### src/rtl/systolic_ctrl_pkg.sv
// Shared types and sizing helpers for the systolic array sequencer.
package systolic_ctrl_pkg;

    typedef enum logic [2:0] {
        IDLE,
        CLEAR,
        FEED,
        SETTLE,
        UNLOAD
    } state_e;

    // Number of skewed feed cycles needed to stream K operands through an H x W array.
    function automatic int feed_len(input int h, input int w, input int k);
        return k + h + w - 2;
    endfunction

    function automatic int idx_width(input int n);
        return (n > 1) ? $clog2(n) : 1;
    endfunction

endpackage

### src/rtl/systolic_ctrl_if.sv
// Job, array-control and result signals of the sequencer; slave is the sequencer side.
interface systolic_ctrl_if #(
    parameter int array_width_p  = 2,
    parameter int array_height_p = 2,
    parameter int inner_dim_p    = 2
);
    localparam int feed_w_lp = $clog2(systolic_ctrl_pkg::feed_len(array_height_p, array_width_p, inner_dim_p) + 1);
    localparam int row_w_lp  = systolic_ctrl_pkg::idx_width(array_height_p);
    localparam int col_w_lp  = systolic_ctrl_pkg::idx_width(array_width_p);

    logic                      en_i;
    logic                      flush_i;
    logic                      valid_i;
    logic                      ready_o;
    logic                      pe_clear_o;
    logic                      pe_en_o;
    logic [array_height_p-1:0] row_valid_o;
    logic [array_width_p-1:0]  col_valid_o;
    logic [feed_w_lp-1:0]      feed_cycle_o;
    logic                      valid_o;
    logic                      yumi_i;
    logic [row_w_lp-1:0]       res_row_o;
    logic [col_w_lp-1:0]       res_col_o;
    logic                      done_o;

    modport master (
        output en_i, flush_i, valid_i, yumi_i,
        input  ready_o, pe_clear_o, pe_en_o, row_valid_o, col_valid_o,
               feed_cycle_o, valid_o, res_row_o, res_col_o, done_o
    );

    modport slave (
        input  en_i, flush_i, valid_i, yumi_i,
        output ready_o, pe_clear_o, pe_en_o, row_valid_o, col_valid_o,
               feed_cycle_o, valid_o, res_row_o, res_col_o, done_o
    );

endinterface

### src/rtl/systolic_ctrl_skew_mask_gen.sv
// Skewed operand-valid mask: lane l is live for feed cycles l .. l+K-1.
module skew_mask_gen #(
    parameter int lanes_p     = 2,
    parameter int inner_dim_p = 2,
    parameter int cnt_w_p     = 3
) (
    input  logic [cnt_w_p-1:0] t_i,
    input  logic               en_i,
    output logic [lanes_p-1:0] mask_o
);

    generate
        for (genvar gi = 0; gi < lanes_p; gi++) begin : g_lane
            assign mask_o[gi] = en_i && (int'(t_i) >= gi) && (int'(t_i) < gi + inner_dim_p);
        end
    endgenerate

endmodule

### src/rtl/systolic_ctrl.sv
// Job sequencer for the systolic array: clear, skewed feed, settle, then row-major result unload.
module systolic_ctrl
    import systolic_ctrl_pkg::*;
#(
    parameter int width_p        = 8,
    parameter int array_width_p  = 2,
    parameter int array_height_p = 2,
    parameter int inner_dim_p    = 2
) (
    input logic           clk_i,
    input logic           reset_i,
    systolic_ctrl_if.slave bus
);

    localparam int feed_len_lp = feed_len(array_height_p, array_width_p, inner_dim_p);
    localparam int feed_w_lp   = $clog2(feed_len_lp + 1);
    localparam int row_w_lp    = idx_width(array_height_p);
    localparam int col_w_lp    = idx_width(array_width_p);

    localparam logic [feed_w_lp-1:0] t_last_lp   = feed_w_lp'(feed_len_lp - 1);
    localparam logic [row_w_lp-1:0]  row_last_lp = row_w_lp'(array_height_p - 1);
    localparam logic [col_w_lp-1:0]  col_last_lp = col_w_lp'(array_width_p - 1);

    generate
        if (width_p < 1 || inner_dim_p < 1) begin : g_param_chk
            $error("systolic_ctrl: width_p and inner_dim_p must be >= 1");
        end
    endgenerate

    state_e               state_q, state_d;
    logic [feed_w_lp-1:0] t_q, t_d;
    logic [row_w_lp-1:0]  row_q, row_d;
    logic [col_w_lp-1:0]  col_q, col_d;
    logic                 last_coord;
    logic                 mask_en;

    assign last_coord = (row_q == row_last_lp) && (col_q == col_last_lp);

    always_ff @(posedge clk_i) begin
        if (reset_i) begin
            state_q <= IDLE;
            t_q     <= '0;
            row_q   <= '0;
            col_q   <= '0;
        end else begin
            state_q <= state_d;
            t_q     <= t_d;
            row_q   <= row_d;
            col_q   <= col_d;
        end
    end

    // Counters return to zero on every exit so they read 0 outside their own state.
    always_comb begin
        state_d = state_q;
        t_d     = t_q;
        row_d   = row_q;
        col_d   = col_q;
        if (bus.flush_i) begin
            state_d = IDLE;
            t_d     = '0;
            row_d   = '0;
            col_d   = '0;
        end else begin
            case (state_q)
                IDLE: begin
                    if (bus.valid_i) state_d = CLEAR;
                end
                CLEAR: begin
                    state_d = FEED;
                    t_d     = '0;
                end
                FEED: begin
                    if (bus.en_i) begin
                        if (t_q == t_last_lp) begin
                            state_d = SETTLE;
                            t_d     = '0;
                        end else begin
                            t_d = t_q + 1'b1;
                        end
                    end
                end
                SETTLE: begin
                    if (bus.en_i) begin
                        state_d = UNLOAD;
                        row_d   = '0;
                        col_d   = '0;
                    end
                end
                UNLOAD: begin
                    if (bus.yumi_i) begin
                        if (col_q == col_last_lp) begin
                            col_d = '0;
                            if (row_q == row_last_lp) begin
                                row_d   = '0;
                                state_d = IDLE;
                            end else begin
                                row_d = row_q + 1'b1;
                            end
                        end else begin
                            col_d = col_q + 1'b1;
                        end
                    end
                end
                default: state_d = IDLE;
            endcase
        end
    end

    always_comb begin
        bus.ready_o      = 1'b0;
        bus.pe_clear_o   = 1'b0;
        bus.pe_en_o      = 1'b0;
        bus.valid_o      = 1'b0;
        bus.done_o       = 1'b0;
        bus.feed_cycle_o = t_q;
        bus.res_row_o    = row_q;
        bus.res_col_o    = col_q;
        mask_en          = 1'b0;
        case (state_q)
            IDLE:   bus.ready_o = 1'b1;
            CLEAR:  bus.pe_clear_o = 1'b1;
            FEED: begin
                bus.pe_en_o = bus.en_i;
                mask_en     = bus.en_i;
            end
            SETTLE: bus.pe_en_o = bus.en_i;
            UNLOAD: begin
                bus.valid_o = 1'b1;
                bus.done_o  = bus.yumi_i && last_coord && !bus.flush_i;
            end
            default: ;
        endcase
    end

    skew_mask_gen #(
        .lanes_p    (array_height_p),
        .inner_dim_p(inner_dim_p),
        .cnt_w_p    (feed_w_lp)
    ) u_row_mask (
        .t_i   (t_q),
        .en_i  (mask_en),
        .mask_o(bus.row_valid_o)
    );

    skew_mask_gen #(
        .lanes_p    (array_width_p),
        .inner_dim_p(inner_dim_p),
        .cnt_w_p    (feed_w_lp)
    ) u_col_mask (
        .t_i   (t_q),
        .en_i  (mask_en),
        .mask_o(bus.col_valid_o)
    );

endmodule

### src/flat_wrapper.sv
// flat-port wrapper written by rule: the top's interface ports become plain ports
module systolic_ctrl_flat import systolic_ctrl_pkg::*;
#(
    parameter int width_p        = 8,
    parameter int array_width_p  = 2,
    parameter int array_height_p = 2,
    parameter int inner_dim_p    = 2
)
  (clk_i, reset_i, bus_en_i, bus_flush_i, bus_valid_i, bus_yumi_i, bus_ready_o, bus_pe_clear_o, bus_pe_en_o, bus_row_valid_o, bus_col_valid_o, bus_feed_cycle_o, bus_valid_o, bus_res_row_o, bus_res_col_o, bus_done_o);
  systolic_ctrl_if #(.array_width_p(array_width_p), .array_height_p(array_height_p), .inner_dim_p(inner_dim_p)) bus_i ();
  input logic clk_i;
  input logic reset_i;
  input wire logic [$bits(bus_i.en_i)-1:0] bus_en_i;
  input wire logic [$bits(bus_i.flush_i)-1:0] bus_flush_i;
  input wire logic [$bits(bus_i.valid_i)-1:0] bus_valid_i;
  input wire logic [$bits(bus_i.yumi_i)-1:0] bus_yumi_i;
  output wire logic [$bits(bus_i.ready_o)-1:0] bus_ready_o;
  output wire logic [$bits(bus_i.pe_clear_o)-1:0] bus_pe_clear_o;
  output wire logic [$bits(bus_i.pe_en_o)-1:0] bus_pe_en_o;
  output wire logic [$bits(bus_i.row_valid_o)-1:0] bus_row_valid_o;
  output wire logic [$bits(bus_i.col_valid_o)-1:0] bus_col_valid_o;
  output wire logic [$bits(bus_i.feed_cycle_o)-1:0] bus_feed_cycle_o;
  output wire logic [$bits(bus_i.valid_o)-1:0] bus_valid_o;
  output wire logic [$bits(bus_i.res_row_o)-1:0] bus_res_row_o;
  output wire logic [$bits(bus_i.res_col_o)-1:0] bus_res_col_o;
  output wire logic [$bits(bus_i.done_o)-1:0] bus_done_o;
  assign bus_i.en_i = bus_en_i;
  assign bus_i.flush_i = bus_flush_i;
  assign bus_i.valid_i = bus_valid_i;
  assign bus_i.yumi_i = bus_yumi_i;
  assign bus_ready_o = bus_i.ready_o;
  assign bus_pe_clear_o = bus_i.pe_clear_o;
  assign bus_pe_en_o = bus_i.pe_en_o;
  assign bus_row_valid_o = bus_i.row_valid_o;
  assign bus_col_valid_o = bus_i.col_valid_o;
  assign bus_feed_cycle_o = bus_i.feed_cycle_o;
  assign bus_valid_o = bus_i.valid_o;
  assign bus_res_row_o = bus_i.res_row_o;
  assign bus_res_col_o = bus_i.res_col_o;
  assign bus_done_o = bus_i.done_o;
  systolic_ctrl #(.width_p(width_p), .array_width_p(array_width_p), .array_height_p(array_height_p), .inner_dim_p(inner_dim_p)) u_core (.clk_i(clk_i), .reset_i(reset_i), .bus(bus_i));
endmodule
### config.mk
export PLATFORM = sky130hd
export DESIGN_NAME = systolic_ctrl_flat
export DESIGN_NICKNAME = d
export VERILOG_FILES = /design/src/rtl/systolic_ctrl_pkg.sv /design/src/rtl/systolic_ctrl_if.sv /design/src/rtl/systolic_ctrl_skew_mask_gen.sv /design/src/rtl/systolic_ctrl.sv /design/src/flat_wrapper.sv
export SDC_FILE = /design/constraint.sdc
export NUM_CORES = 1
export LEC_CHECK = 0
export CAP_MARGIN = 20
export CORE_AREA = 2 2 39 41
export CTS_CLUSTER_SIZE = 16
export DETAILED_ROUTE_END_ITERATION = 8
export DIE_AREA = 0 0 41 43
export HOLD_SLACK_MARGIN = 0.12
export MAX_ROUTING_LAYER = met4
export PLACE_DENSITY = 0.73
export SETUP_SLACK_MARGIN = 0.05
export SLEW_MARGIN = 20
export SYNTH_ARGS = -nofsm -noshare
export SYNTH_HDL_FRONTEND = slang
export SYNTH_SLANG_ARGS = --single-unit
### constraint.sdc
create_clock -name clk_i -period 3.7 [get_ports clk_i]
set_input_delay 0.74 -clock clk_i [delete_from_list [all_inputs] [get_ports clk_i]]
set_output_delay 0.74 -clock clk_i [all_outputs]
set_load 0.1 [all_outputs]
==> flow_metrics.env <==
export IMPL_outcome="complete, no violations"
export IMPL_skew_ns=0.00366
export IMPL_dp_cells=96
export IMPL_grt_pass1_wl_um=1970
export IMPL_worstMarginPinSlew_ns=0.964
export IMPL_clk_pin_slew_ns=0.06
export IMPL_final_hold_viol_count=0
export IMPL_cts_sinks=8
export IMPL_final_cells=99
export IMPL_ys_warn_count=0
export IMPL_first_global_vias=469
export IMPL_dieArea_um2=1760
export IMPL_netlist_area_um2=532
export IMPL_num_vias=554
export IMPL_min_from="u_core.bus.feed_cycle_o[2]$_SDFFE_PP0P_"
export IMPL_cp_end_kind="output pin"
export IMPL_drv_cap=0
export IMPL_setup_viol=0
export IMPL_cts_hold_buffers_added=0
export IMPL_dpl_hpwl_um=905
export IMPL_required_ns=2.96
export IMPL_whs_path_depth=2
export IMPL_finalWorstSetupSlack_ns=0.471
export IMPL_startpoint_type="input pin"
export IMPL_worstHoldEndpoint="u_core.bus.feed_cycle_o[2]$_SDFFE_PP0P_"
export IMPL_slowest_stage="clkdlybuf4s50_1"
export IMPL_ioPinCount=20
export IMPL_crit_type="in2out"
export IMPL_antenna_found_initial=0
export IMPL_overflow=0
export IMPL_clockBufferDepth=2
export IMPL_htreeDepth=1
export IMPL_rsz0062_at_grt="no"
export IMPL_timing_rr_start="u_core.state_q[2]$_SDFFE_PP0P_"
export IMPL_reg2reg_depth=3
export IMPL_ys_ff_latch=8
export IMPL_min_path_type="reg2reg"
export IMPL_synth_edf_count=0
export IMPL_ys_seq_area_share_pct=30.1
export IMPL_start_util_pct=38.4
export IMPL_period_share_pct=87.3
export IMPL_row_count=14
export IMPL_regArea_um2=160
export IMPL_yosys_area_top_type_share_pct=30.1
export IMPL_cts_tree="done"
export IMPL_post_place_ws_ns=0.473
export IMPL_root_buffer="clkbuf_4"
export IMPL_crit_arrival_ns=2.49
export IMPL_syn2layout_area_growth_pct=46.6
export IMPL_finalNetCount=93
export IMPL_diodes=0
export IMPL_gp_congestion=0.808
export IMPL_yosys_most_used_dff="dfxtp_1"
export IMPL_drive_gt1_share_pct=19.3
export IMPL_slew_limit_headroom_pct=35.5
export IMPL_drt_first_iter_violations=7
export IMPL_fmax_mhz=310
export IMPL_p_per_area_nw_per_um2=250
export IMPL_max_stage_delay_ns=0.58
export IMPL_p_leak_nw=0.294
export IMPL_multi_input_area_um2=352
export IMPL_io_buffers=19
export IMPL_drc=0
export IMPL_cts_buffers=3
export IMPL_syn_nets=75
export IMPL_grt_max_degree=16
export IMPL_clk_latency_ns=0.26
export IMPL_worstPathMaxFanout=7
export IMPL_core_area_um2=1380
export IMPL_synthArstFlopShare_pct=0
export IMPL_grt_usage_pct=16.9
export IMPL_detail_route_antenna_nets=0
export IMPL_fill_cells=145
export IMPL_die_y_um=43
export IMPL_final_common_cell="clkdlybuf4s50_1"
export IMPL_synthTopCellsByArea="dfxtp_1, nor2_1, ha_1, a211oi_1, nand3b_1"
export IMPL_drt_pass1_iter_count=4
export IMPL_routed_wl_um=1200
export IMPL_slew_violations=0
export IMPL_period_minus_slack_ns=3.23
export IMPL_ir_drop_mv=0.130
export IMPL_synth_cell_types=32
export IMPL_syn_area_per_cell_um2=7.94
export IMPL_yosysTopAreaCell="dfxtp_1"
export IMPL_avgViaCountPerCell=5.60
export IMPL_fin_tns_setup_ns=0
export IMPL_final_cell_mix="clkdlybuf4s50_1, dfxtp_1, nor2_1, nand2_1, buf_4"
export IMPL_synth_cells=67
export IMPL_wl_per_cell_um=12.1
export IMPL_postCtsResizedCells=0
export IMPL_cts_setup_buffers=0
export IMPL_path_cells="clkdlybuf4s50_1 -> nand2_1 -> or4_1 -> a211oi_4 -> buf_12"
export IMPL_die_w_um=41
export IMPL_reg2reg_slack_ns=2.02
export IMPL_reg2reg_to="u_core.bus.res_row_o$_SDFFE_PP0P_"
## synthesized netlist by cell type, drive strengths merged (2+ instances only)
cell	number
nand3b	3
mux2i	2
inv	2
nand4b	2
nand4	2
a21oi	3
nor3	4
nor2	7
ha	2
buf	5
dfxtp	8
a211oi	3
nand2	5
nand2b	3
## worst max-delay path, delay by kind of cell
kind | cells | cell delay, ns
buffers and inverters | 2 | 0.80
and+or+nand+nor | 2 | 0.61
AOI/OAI and AO/OA | 1 | 0.35
## worst max-delay path by stage
stage	startpoint	to	slack [ns]
6_report	bus_en_i	bus_col_valid_o[1]	0.47
4_1_cts	bus_en_i	bus_col_valid_o[1]	0.47
3_3_place_gp	bus_en_i	bus_row_valid_o[1]	0.48
5_1_grt	bus_en_i	bus_row_valid_o[1]	0.37
3_5_place_dp	bus_en_i	bus_col_valid_o[1]	0.47
2_1_floorplan	u_core.bus.res_col_o$_SDFFE_PP0P_	bus_done_o	0.0005
## through the flow
stage          util [%]  cell area [um^2]  total power [mW]  hold WS, ns
2_1_floorplan         -               553             0.116        0.571
6_report           56.3               779             0.195        0.482
4_1_cts            56.3               779             0.197        0.490
3_3_place_gp       54.7               757             0.128        0.464
5_1_grt            56.3               779             0.203        0.529
3_5_place_dp       54.7               757             0.128        0.481
## layer usage
| layer | wire, um | up-vias | global-route usage (%) | part of all wire [%] |
|---|---|---|---|---|
| li1 | - | 279 | - | - |
| met1 | 537 | 255 | 21.9 | 45 |
| met2 | 579 | 18 | 23.4 | 48 |
| met3 | 68 | 2 | 6.28 | 5.7 |
| met4 | 15 | 0 | 6.00 | 1.2 |
| met5 | 0 | - | - | 0 |
## sequential cells by signal (all words and copies together), names as in the netlist
register and cells:
u_core.bus.res_col_o 1, u_core.state_q 3, u_core.bus.feed_cycle_o 3, u_core.bus.res_row_o 1
## area by class of cell
cell class	instances	share of cell area, %
inverter	2	0.963
multi-input combinational	51	45.1
clock buffer	3	2.89
sequential	8	20.5
tap	16	2.57
timing repair buffer	19	27.9
## logic make-up (layout without fill, tap and decap cells)
| family | Yosys count | after routing | synth area share, % |
|---|---|---|---|
| AOI/OAI and AO/OA | 12 | 12 | 15.5 |
| buffers and inverters | 8 | 24 | 7.76 |
| DFF | 8 | 8 | 30.1 |
| muxes | 2 | 2 | 3.76 |
| adders and majority gates | 2 | 2 | 4.71 |
| and+or+nand+nor | 35 | 35 | 38.1 |
## report_power, final
group	switching [mW]	internal [mW]
registers	0.00292	0.0871
logic	0.0233	0.0130
clock network	0.0315	0.0372
Note: power is estimated with default switching activity, not from simulation.
==> variant 1: new RTL, same flow settings <==
`inner_dim_p` is set to 2 in 4 places; all go to 4.
--- a/src/rtl/systolic_ctrl_if.sv
+++ b/src/rtl/systolic_ctrl_if.sv
@@ -4,3 +4,3 @@
     parameter int array_height_p = 2,
-    parameter int inner_dim_p    = 2
+    parameter int inner_dim_p    = 4
 );
--- a/src/rtl/systolic_ctrl_skew_mask_gen.sv
+++ b/src/rtl/systolic_ctrl_skew_mask_gen.sv
@@ -3,3 +3,3 @@
     parameter int lanes_p     = 2,
-    parameter int inner_dim_p = 2,
+    parameter int inner_dim_p = 4,
     parameter int cnt_w_p     = 3
--- a/src/rtl/systolic_ctrl.sv
+++ b/src/rtl/systolic_ctrl.sv
@@ -7,3 +7,3 @@
     parameter int array_height_p = 2,
-    parameter int inner_dim_p    = 2
+    parameter int inner_dim_p    = 4
 ) (
--- a/src/flat_wrapper.sv
+++ b/src/flat_wrapper.sv
@@ -6,3 +6,3 @@
     parameter int array_height_p = 2,
-    parameter int inner_dim_p    = 2
+    parameter int inner_dim_p    = 4
 )
Check against the original RTL: not equivalent (Yosys sat finds a counterexample within 10 cycles, from zero or initial values).
==> variant 1 against the unedited design <==
Highest routed layer unchanged; largest power group unchanged; sequential share of layout area up 1.1 points; final area down 5.0%; routed wire length down 4.7%; sequential cell count unchanged; critical path type unchanged; synthesized area down 1.2%; worst setup slack better by 0.33 ns; total power up 2.1%; first-iteration DRC count up 14%.
==> variant 1: results (changes against the unedited design) <==
Setup path
The endpoint arrival time on the critical path is 2.16 ns (-0.33 ns). The maximum net fanout on the critical path came to 6 (-1). The source of the worst register-to-register timing path is u_core.state_q[2]. Broken down by cell family, the worst path's largest delay share belongs to buffers and inverters.

Worst hold path
The source of the worst hold timing path is u_core.bus.feed_cycle_o[1]. The class of the worst hold path is reg2reg.

Power and ir drop
The cell internal power dissipation is 138 uW (+0.62%). The static leakage is 0.276 nW (-6.1%). The clock distribution power is 68.2 uW (-0.7%). The worst vdd rail ir drop is 0.000179 V (+38%). The combinational group power is 40.2 uW (+11%). The switching share of power is 30.6% (+1.0 points).

Detailed routing
The average routed wire per standard cell is 11.8 um (-2.8%). The total wirelength of the detailed-routed design is 1140 um (-4.7%). The routed wire length on met2 came to 528 um (-8.8%). The met3 layer wire length in the routed design was 54 um (-21%). The highest layer used for signal routing is met4. The number of DRC markers in iteration 0 was 8 (+1). The first-pass detailed-route iteration total is 4 (unchanged). The routed metal-1 wire length came to 546 um (+1.7%). The detail-routed via count per cell came to 5.21 (-7.0%).

Placement
The number of port buffers is 19 (unchanged). The half-perimeter wire length of the detailed placement result is 860 um (-5.0%). The weighted congestion at the end of routability-driven global placement is 0.693 (-14%). The number of placed instances with taps included was 94 (-2.1%).

The post-detailed-placement cell area is 718 um2 (-5.1%). The pre-CTS worst setup slack is 0.783 ns (+0.310 ns).

Yosys
Yosys attributes the largest share of cell area to dfxtp_1 30%, nor2_1 5.0%, nand4b_1 5.0%, buf_4 4.3%, nand2_1 4.3%. The synthesis warning total came to 0 (unchanged). By count the netlist is led by 8 x dfxtp_1, 7 x nor2_1, 6 x nand2_1, 4 x a21oi_1, 4 x nand3_1.

The count of different cell masters after synthesis is 30 (-6.3%). The sequential-to-total area share from yosys stat is 30.5% (+0.36 points). The number of flops mapped to enable cells by yosys is 0 (unchanged). The net count after synthesis is 70 (-6.7%). The instance count of the mapped netlist was 64 (-4.5%). By instance count, the leading cell after synthesis is dfxtp_1.

Clocking
The total of cells resized after clock tree synthesis is 0 (unchanged). The clock buffer count from CTS is 3 (unchanged). The depth of the CTS H-tree is 1 (unchanged). The number of post-CTS setup repair buffers is 0 (unchanged).

Timing
The clock skew after layout came to 0.0123 ns (+0.00869 ns). The tightest slew margin relative to the limit was 35.8% (+0.27 points). The final hold violation count is 0 (unchanged).

Final layout
The fraction of layout instances using a drive strength above 1 is 22.2% (+2.9 points). The net count reported at finish is 89 (-4.3%).

Global route
The total global routing track utilization is 16.8% (-0.035 points). The met1 capacity usage during global routing was 23.6% (+1.8 points). The first-pass GRT wire length is 1930 um (-2.1%).

The global-route met3 utilization is 4.71% (-1.6 points). The largest net degree at the start of global routing is 17 (+1). The met2 routing resource usage after global routing is 20.6% (-2.8 points). The via count of the first global-routing pass was 433 (-7.7%). The initial antenna violation count is 0 (unchanged).

Status
The flow ran to the end, and the final reports show no timing, DRC or antenna violations.
## variant 1: cell families (layout without fill, tap and decap cells)
kind of cell	count (synthesis)	after routing	synth area share, %
simple gates	34	34	37.1
compound gates	10	10	16.2
flops	8	8	30.5
buf+inv	8	25	9.28
xor+xnor	3	3	5.00
mux	1	1	1.90
## variant 1: worst paths after layout
check	endpoint	slack [ns]	cells past startpoint
hold reg to reg	u_core.bus.feed_cycle_o[1]	0.51	2
setup reg to reg	u_core.bus.feed_cycle_o[1]	2.17	4
hold / removal	u_core.bus.feed_cycle_o[1]	0.51	2
setup / recovery	bus_col_valid_o[0]	0.80	4
## variant 1: layout make-up
| cell class | count | area [um2] |
|---|---|---|
| fillers | 127 | 643 |
| multi-input cells | 48 | 334 |
| repair buffers | 19 | 193 |
| flip-flops and latches | 8 | 160 |
| clock buffers | 3 | 22.5 |
| well taps | 16 | 20.0 |
| inverters | 3 | 11.3 |
==> variant 2: new RTL, same flow settings <==
Without the edit above. The 5 states of `state_e` get a Gray code encoding in 3 bits.
--- a/src/rtl/systolic_ctrl_pkg.sv
+++ b/src/rtl/systolic_ctrl_pkg.sv
@@ -4,7 +4,7 @@
     typedef enum logic [2:0] {
-        IDLE,
-        CLEAR,
-        FEED,
-        SETTLE,
-        UNLOAD
+        IDLE   = 3'b000,
+        CLEAR  = 3'b001,
+        FEED   = 3'b011,
+        SETTLE = 3'b010,
+        UNLOAD = 3'b110
     } state_e;
Check against the original RTL: same outputs for any inputs over 10 cycles, from zero or initial values; not proved beyond that.
==> variant 2 against the unedited design <==
Synthesized area shrank 5.9%; sequential cell count is the same; final area shrank 6.6%; worst setup slack gained 0.16 ns; sequential share of layout area grew 1.4 points; total power shrank 4.6%; routed wire length shrank 4.8%; worst hold slack gained 0.039 ns; highest routed layer unchanged.
==> variant 2: results (changes against the unedited design) <==
Status
The flow ran to the end, and the final reports show no timing, DRC or antenna violations.

Yosys
The area fraction in compound gates after synthesis is 18.0% (+2.5 points). The sequential-to-total area share from yosys stat is 32.0% (+1.9 points). The count of different cell masters after synthesis was 28 (-13%). The post-synthesis share of cell area spent on full adders, half adders and majority gates was 5.00% (+0.29 points).

Placement
The weighted congestion at the end of routability-driven global placement is 0.812 (+0.46%). The half-perimeter wire length of the detailed placement result came to 836 um (-7.6%).

Detailed routing
The total wirelength of the detailed-routed design was 1140 um (-4.8%). The number of DRC markers in iteration 0 is 6 (-1).

Global route
The via count of the first global-routing pass is 411 (-12%). The met1 capacity usage during global routing is 19.7% (-2.2 points). The first-pass GRT wire length is 1750 um (-11%). The total global routing track utilization was 15.6% (-1.2 points). The met2 routing resource usage after global routing is 20.0% (-3.4 points). The largest net degree at the start of global routing is 14 (-2). The global-route met3 utilization is 4.71% (-1.6 points).

Final layout
The layout filler cell count is 147 (+1.4%). The fraction of layout instances using a drive strength above 1 was 21.5% (+2.2 points).

Setup path
The slack of the worst reg-to-reg path is 2.16 ns (+0.14 ns). In this run the critical register-to-register path is captured at u_core.bus.feed_cycle_o[0]. The endpoint arrival time on the critical path is 2.33 ns (-0.16 ns). The longest individual stage delay on the worst path was 0.55 ns (-0.03 ns). The source of the worst register-to-register timing path is u_core.state_q[1].

Power and ir drop
The worst vdd rail ir drop is 0.000137 V (+5.9%). The static leakage is 0.279 nW (-5.0%).
[variant 2: report_power, final]
group	internal [mW]	switching, mW	total, mW
Sequential	0.0871	0.00238	0.0895
Combinational	0.0105	0.0182	0.0288
Clock	0.0372	0.0306	0.0678
Total	0.135	0.0512	0.186
[variant 2: how the worst max path moves through the flow]
stage	slack, ns	end
global placement	0.67	bus_col_valid_o[1]
CTS	0.63	bus_row_valid_o[1]
global route	0.57	bus_row_valid_o[1]
floorplan	-0.12	bus_row_valid_o[1]
detailed placement	0.63	bus_row_valid_o[1]
finish	0.63	bus_col_valid_o[1]
[variant 2: metal layers]
metal	wire length, um	part of all wire [%]
met4	31	2.7
met1	507	44
met2	539	47
met3	64	5.6
met5	0	0
[variant 2: worst register-to-register path: stages (launching register included)]
cell,delay (ns)
dfxtp_1,0.58
nand4b_1,0.32
or3b_1,0.43
a21oi_1,0.15
[variant 2: metrics by stage]
step           util [%]  hold WS [ns]  std cells  TNS, ns  power [mW]
6_report           52.6         0.520         95        0       0.186
5_1_grt            52.6         0.548         95        0       0.195
4_1_cts            52.6         0.530         95        0       0.188
3_5_place_dp       51.0         0.518         92        0       0.120
3_3_place_gp       51.0         0.510         92        0       0.120
2_1_floorplan         -         0.479         62   -0.124       0.110
[variant 2: logic make-up (layout without fill, tap and decap cells)]
logic type,Yosys count,in the layout
AO/OA/AOI/OAI,15,15
adder cells (fa/ha/maj),2,2
buffers and inverters,6,23
flip-flops,8,8
AND/OR/NAND/NOR,31,31
[variant 2: layout make-up]
cell class,count,area share [%]
Clock buffer,3,3.09
Inverter,1,0.515
Multi-Input combinational cell,48,45.2
Sequential cell,8,22.0
Tap cell,16,2.75
Timing Repair Buffer,19,26.5
